$ cat src/rtl/fetch_unit_pkg.sv
// Shared definitions for the fetch stage: PC-select codes, ctrl_word field
// positions and the fetch FSM state encoding.
package fetch_unit_pkg;

    localparam logic [1:0] PS_HOLD = 2'b00;
    localparam logic [1:0] PS_INC  = 2'b01;
    localparam logic [1:0] PS_REG  = 2'b10;
    localparam logic [1:0] PS_BR   = 2'b11;

    // Location of the PC-select field inside control_unit's ctrl_word.
    localparam int unsigned PS_MSB = 7;
    localparam int unsigned PS_LSB = 6;

    typedef enum logic [1:0] {
        StIdle  = 2'd0,
        StReq   = 2'd1,
        StIssue = 2'd2
    } fetch_state_e;

endpackage

$ cat src/rtl/fetch_unit_pc_next.sv
// Next-PC selection: hold, +4, register target (word-masked) or PC-relative
// branch with a word-scaled immediate. Purely combinational.
module fetch_unit_pc_next
    import fetch_unit_pkg::*;
#(
    parameter int unsigned ADDR_W = 64
) (
    input  logic [ADDR_W-1:0] pc,
    input  logic [1:0]        ps,
    input  logic [ADDR_W-1:0] k,
    input  logic [ADDR_W-1:0] r_in,
    output logic [ADDR_W-1:0] next_pc
);

    logic [ADDR_W-1:0] pc_inc;
    logic [ADDR_W-1:0] pc_br;
    logic [ADDR_W-1:0] pc_reg;

    // Shifting k left drops its top two bits; sums wrap modulo 2^ADDR_W.
    assign pc_inc = pc + ADDR_W'(4);
    assign pc_br  = pc + (k << 2);
    assign pc_reg = r_in & ~ADDR_W'(3);

    always_comb begin
        next_pc = pc;
        unique case (ps)
            PS_HOLD: next_pc = pc;
            PS_INC:  next_pc = pc_inc;
            PS_REG:  next_pc = pc_reg;
            PS_BR:   next_pc = pc_br;
        endcase
    end

endmodule

$ cat src/rtl/fetch_unit.sv
// Instruction-fetch stage: owns the PC, fetches over a req/ack handshake and
// holds the instruction for control_unit until it selects the next PC.
module fetch_unit
    import fetch_unit_pkg::*;
#(
    parameter int unsigned       ADDR_W   = 64,
    parameter logic [ADDR_W-1:0] PC_RESET = '0
) (
    input  logic              clk,
    input  logic              reset,
    input  logic [1:0]        ps,
    input  logic [ADDR_W-1:0] k,
    input  logic [ADDR_W-1:0] r_in,
    input  logic              stall,
    output logic              imem_req,
    output logic [ADDR_W-1:0] imem_addr,
    input  logic              imem_ack,
    input  logic [31:0]       imem_data,
    output logic [31:0]       i,
    output logic              i_valid,
    output logic [ADDR_W-1:0] pc,
    output logic [ADDR_W-1:0] pc4
);

    fetch_state_e      state;
    logic [ADDR_W-1:0] pc_q;
    logic [31:0]       i_q;
    logic [ADDR_W-1:0] next_pc;

    fetch_unit_pc_next #(
        .ADDR_W (ADDR_W)
    ) u_pc_next (
        .pc      (pc_q),
        .ps      (ps),
        .k       (k),
        .r_in    (r_in),
        .next_pc (next_pc)
    );

    always_ff @(posedge clk or posedge reset) begin
        if (reset) begin
            state <= StIdle;
            pc_q  <= PC_RESET;
            i_q   <= '0;
        end else begin
            case (state)
                StIdle: state <= StReq;
                StReq: begin
                    if (imem_ack) begin
                        i_q   <= imem_data;
                        state <= StIssue;
                    end
                end
                StIssue: begin
                    // Stall wins over ps; PS_HOLD keeps a multi-cycle instruction in place.
                    if (!stall && ps != PS_HOLD) begin
                        pc_q  <= next_pc;
                        state <= StReq;
                    end
                end
                default: state <= StIdle;
            endcase
        end
    end

    // Handshake flags come straight from the state register so reset drops them at once.
    assign imem_req  = (state == StReq);
    assign i_valid   = (state == StIssue);
    assign imem_addr = pc_q;
    assign pc        = pc_q;
    assign i         = i_q;
    assign pc4       = pc_q + ADDR_W'(4);

endmodule
$ cat config.mk
export PLATFORM = sky130hd
export DESIGN_NAME = fetch_unit
export DESIGN_NICKNAME = d
export VERILOG_FILES = /design/src/rtl/fetch_unit_pkg.sv /design/src/rtl/fetch_unit_pc_next.sv /design/src/rtl/fetch_unit.sv
export SDC_FILE = /design/constraint.sdc
export NUM_CORES = 1
export LEC_CHECK = 0
export ABC_CLOCK_PERIOD_IN_PS = 10900
export CORE_AREA = 2 2 151 153
export DETAILED_ROUTE_END_ITERATION = 12
export DIE_AREA = 0 0 153 155
export PLACE_DENSITY = 0.81
export SETUP_SLACK_MARGIN = 0.02
export SLEW_MARGIN = 20
export SYNTH_ARGS = -nofsm -noshare
export SYNTH_HDL_FRONTEND = slang
export SYNTH_SLANG_ARGS = --single-unit
$ cat constraint.sdc
create_clock -name clk -period 10.9 [get_ports clk]
set_clock_uncertainty 0.15 [all_clocks]
set_input_delay 2.18 -clock clk [delete_from_list [all_inputs] [get_ports clk]]
set_output_delay 2.18 -clock clk [all_outputs]
set_load 0.02 [all_outputs]
Word-level counts from Yosys, hierarchy flattened. Index checks and enable logic that the tools add are counted.

Div/mod/pow operators: 0. Bitwise operators: 1. $mul: 0. Magnitude comparators: 0. Muxes and demuxes: 4. Reduce and logical (&&, ||, !) cells: 8. Equal/unequal tests: 7. $add $sub $neg: 2. Shifts and indexed selects: 0.

Operators with widths (count): $pmux 64 s3 (1); $add 64x3->64 const B (1); $add 64x64->64 (1); $eq 2x2->1 const B (3); $pmux 2 s3 (1); $eq 2x1->1 const B (2); $logic_not 2->1 (2); $mux 2 (2); $ne 2x1->1 const B (2); $reduce_and 2->1 (2); $reduce_and 3->1 (1); $reduce_bool 2->1 (1); $logic_and 1x1->1 (1); $logic_not 1->1 (1); $not 1->1 (1).

RAM bits: 0. Input port bits: 166. Memories kept: 0. ROM bits: 0. Output and inout bits: 226. Latch bits: 0. Register bits after elaboration: 98. Word-level logic and storage cells: 25.

Longest topological paths before layout.
Word-level depth: 4. Gate-level depth with buffers: 14. Gate-level depth less buffers: 14.

By module. Synthesis repeated with hierarchy kept, for this count alone.

Cell total of the unflattened synthesis: 1305. Area total of the unflattened synthesis: 10898.0 um2.

Modules (own cells, without submodules): fetch_unit (area each 5495.3 um2, sequential area each 2452.4 um2, cells each 491, times used 1); fetch_unit_pc_next (area each 5402.7 um2, sequential area each 0.0 um2, cells each 814, times used 1).

Least setup slack after synthesis. OpenSTA, ideal clock, no wires.

Path type: register -> output. Start point: reg pc_q[20] (netlist: imem_addr[20]). End point: out pc4[54]. Arrival time: 3063 ps. Slack: 5507 ps. Data required time: 8570 ps. Cell stages (with the launch flop): 11. Path buffers: 2. Path through: dfrtp_1 > buf_4 > nand4_4 > or4_4 > or3_4 > or3b_4 > nor2_1 > buf_2 > nand2_1 > nor2_1 > xor2_1.

Longest elaborated chain between the ends: 1.

Ends and longest elaborated chain: start, declared (line fetch_unit.sv:26) `logic [ADDR_W-1:0] pc_q;`; start signal, assigned (line fetch_unit.sv:57) `pc_q <= next_pc;`; $add 64x3->64 (line fetch_unit.sv:72) `assign pc4 = pc_q + ADDR_W'(4);`; end, declared (line fetch_unit.sv:22) `output logic [ADDR_W-1:0] pc4`.

Every way passes these cells.

Worst setup path after layout. Ends and elaborated chain as after synthesis.

==> impl_metrics.env <==
export IMPL_status="completed"
export IMPL_crit_required_ns=8.57
export IMPL_wl_um=38000
export IMPL_grt_max_degree=57
export IMPL_synth_seq_cells=96
export IMPL_synth_most_common_cell="nand2_1"
export IMPL_cp_end_kind="primary output"
export IMPL_num_rows=55
export IMPL_ys_flop_type="dfrtp_1"
export IMPL_tns_ns=0
export IMPL_clock_path_buffers=2
export IMPL_multi_input_area_mm2=0.00673
export IMPL_dpl_cell_area_mm2=0.0135
export IMPL_dieArea_mm2=0.0237
export IMPL_fillers=1937
export IMPL_r2r_start="imem_addr[20]"
export IMPL_cap_violations=0
export IMPL_drtAntennaViolNets=0
export IMPL_grt_pass1_vias=10300
export IMPL_postCtsSetupBuffers=0
export IMPL_min_period_over_period_pct=65.5
export IMPL_synth_area_mm2=0.0100
export IMPL_cp_max_fo=11
export IMPL_yosysWarnings=0
export IMPL_grt_pass1_wl_um=57900
export IMPL_dieHeight_um=155
export IMPL_cts_tree="done"
export IMPL_worstReg2RegEnd="imem_addr[56]"
export IMPL_cts_buffers=9
export IMPL_fin_crit_ns=7.14
export IMPL_viasPerCell=5.99
export IMPL_crit_cells=9
export IMPL_cp_buffers_inverters=1
export IMPL_crit_path_top_delay_cell="nor2_1"
export IMPL_initial_core_util_pct=45.0
export IMPL_critical_path_startpoint_type="flip-flop"
export IMPL_critPathTopFamily="simple AND/OR/NAND/NOR gates"
export IMPL_gp_congestion=0.945
export IMPL_hold_viol_final=0
export IMPL_finalSetupViolCount=0
export IMPL_min_path_type="flip-flop to flip-flop"
export IMPL_synthCells=1291
export IMPL_crit_chain="nand4_4 > or4_4 > or3_4 > or3b_4 > nor2_1 > nand2_1 > nor2_1 > xor2_1 > clkdlybuf4s50_1"
export IMPL_syn_avg_cell_area_um2=7.74
export IMPL_first_iter_violations=968
export IMPL_cts_hold_buf=0
export IMPL_io_buffers=381
export IMPL_rr_worst_depth=10
export IMPL_detailed_place_hpwl_um=28500
export IMPL_chipWidth_um=153
export IMPL_h_tree_depth=3
export IMPL_seq_area_mm2=0.00240
export IMPL_ys_async_sr_fraction_pct=100
export IMPL_max_slew_margin_rel_pct=36.2
export IMPL_rsz0062_at_grt="false"
export IMPL_fin_nets=1786
export IMPL_maxSlewViolCount=0
export IMPL_tightest_slew_ns=0.953
export IMPL_synth_top_area_share_pct=24.0
export IMPL_peakVddDrop_mv=0.170
export IMPL_cp_endpoint="pc4[54]"
export IMPL_cpPeakStageDelay_ns=0.73
export IMPL_crit_top_cell="nor2_1"
export IMPL_core_area_mm2=0.0222
export IMPL_grt_overflow_total=0
export IMPL_drc=0
export IMPL_synth_yosys_seq_area_share_pct=24.0
export IMPL_cts_resized=0
export IMPL_groute_usage_overall_pct=30.4
export IMPL_dr_pass1_iters=6
export IMPL_clock_latency_ns=0.37
export IMPL_startpoint="imem_addr[20]"
export IMPL_p_leak_nw=5.78
export IMPL_dp_slack_ns=4.27
export IMPL_postLayoutCoreUtil_pct=62.0
export IMPL_reg2reg_slack_ns=6.68
export IMPL_cts_reportedPaths_clkPinSlew_ns=0.09
export IMPL_cp_arrival_ns=4.81
export IMPL_antenna_found_initial=1
export IMPL_synth_edf_count=0
export IMPL_wire_per_inst_um=20.6
export IMPL_root_buffer="clkbuf_16"
export IMPL_layout_drive_gt1_share_pct=5.19
export IMPL_synth_common_cells="136 x nand2_1, 117 x nor2_1, 116 x a21oi_1"
export IMPL_power_density_mw_per_mm2=298
export IMPL_yosysUniqueCellTypes=73
export IMPL_crit_type="flip-flop to primary output"
export IMPL_setup_ws_ns=3.76
export IMPL_syn2layout_area_growth_pct=37.8
export IMPL_yosys_area_top_type="dfrtp_1"
export IMPL_num_vias=11100
export IMPL_design_area_mm2=0.0138
export IMPL_fmax_mhz=140
export IMPL_cts_sinks=96
export IMPL_pin_count=392
export IMPL_ys_top_cells_by_area="dfrtp_1 24%, ha_1 7.8%, a21oi_1 5.8%"
-- how the worst min path moves through the flow --
stage / from / endpoint / depth (start not counted)
after floorplan: state[0] / state[0] / 1
after global placement: i[29] / i[29] / 1
after detailed placement: i[9] / i[9] / 1
after CTS: i[4] / i[4] / 1
after global routing: i[12] / i[12] / 1
final: i[31] / i[31] / 1
-- where the power goes --
group / internal, mW / total, mW / switching, mW
combinational: 1.35 / 2.94 / 1.59
clock: 0.163 / 0.341 / 0.178
sequential: 0.524 / 0.830 / 0.306
-- kinds of logic after synthesis --
group                    share of synthesized area, %
AND/OR/NAND/NOR                                  19.2
adder cells (fa/ha/maj)                          7.96
flip-flops                                       24.0
XOR/XNOR                                         9.99
AO/OA/AOI/OAI                                    24.2
multiplexers                                     5.62
other                                          0.0375
buffers and inverters                            8.94
-- flip-flops by register name (all words and copies together) (netlist names) --
signal / flops
imem_addr: 62
state: 2
i: 32
-- layer usage --
| layer | part of all wire [%] | vias to the layer above | global-route usage (%) |
|---|---|---|---|
| li1 | - | 5113 | - |
| met1 | 41 | 5206 | 40.3 |
| met2 | 48 | 671 | 51.0 |
| met3 | 8.2 | 80 | 4.32 |
| met4 | 3.1 | 0 | 10.8 |
| met5 | 0 | - | 0 |
-- final cells by class --
type,count,share of cell area (%)
multi-input combinational,1033,48.8
timing repair buffer,392,28.2
sequential,96,17.4
tap,285,2.59
clock buffer,9,1.64
inverter,25,0.699
clock inverter,7,0.572
antenna,1,0.0182
-- stage by stage --
| step | power, mW | hold WS (ns) | cells |
|---|---|---|---|
| 6_report | 4.11 | 0.359 | 1848 |
| 5_1_grt | 4.34 | 0.371 | 1848 |
| 4_1_cts | 4.09 | 0.362 | 1847 |
| 3_5_place_dp | 3.73 | 0.342 | 1831 |
| 3_3_place_gp | 3.68 | 0.337 | 1831 |
| 2_1_floorplan | 2.65 | 0.323 | 1296 |
-- cell usage in the layout, fill, tap and decap left out, drive strengths merged, types with 5 or more instances in the layout --
| cell | instances |
|---|---|
| nor2b | 9 |
| a31oi | 25 |
| conb | 6 |
| a22oi | 8 |
| o21bai | 11 |
| dfrtp | 96 |
| o21a | 9 |
| nor3 | 25 |
| mux2 | 33 |
| o31ai | 9 |
| and3 | 27 |
| ha | 62 |
| buf | 13 |
| clkdlybuf4s50 | 379 |
| xor2 | 52 |
| nand4 | 21 |
| a21o | 42 |
| nand3 | 33 |
| o221ai | 9 |
| mux2i | 19 |
| nor2 | 118 |
| xnor2 | 62 |
| a211oi | 7 |
| o211ai | 7 |
| inv | 27 |
| o21ai | 102 |
| and4 | 5 |
| o22ai | 7 |
| a222oi | 5 |
| a21oi | 116 |
| clkbuf | 9 |
| and2 | 5 |
| nand2 | 137 |
| nor4 | 7 |
Power figures use the tool's default switching activity.
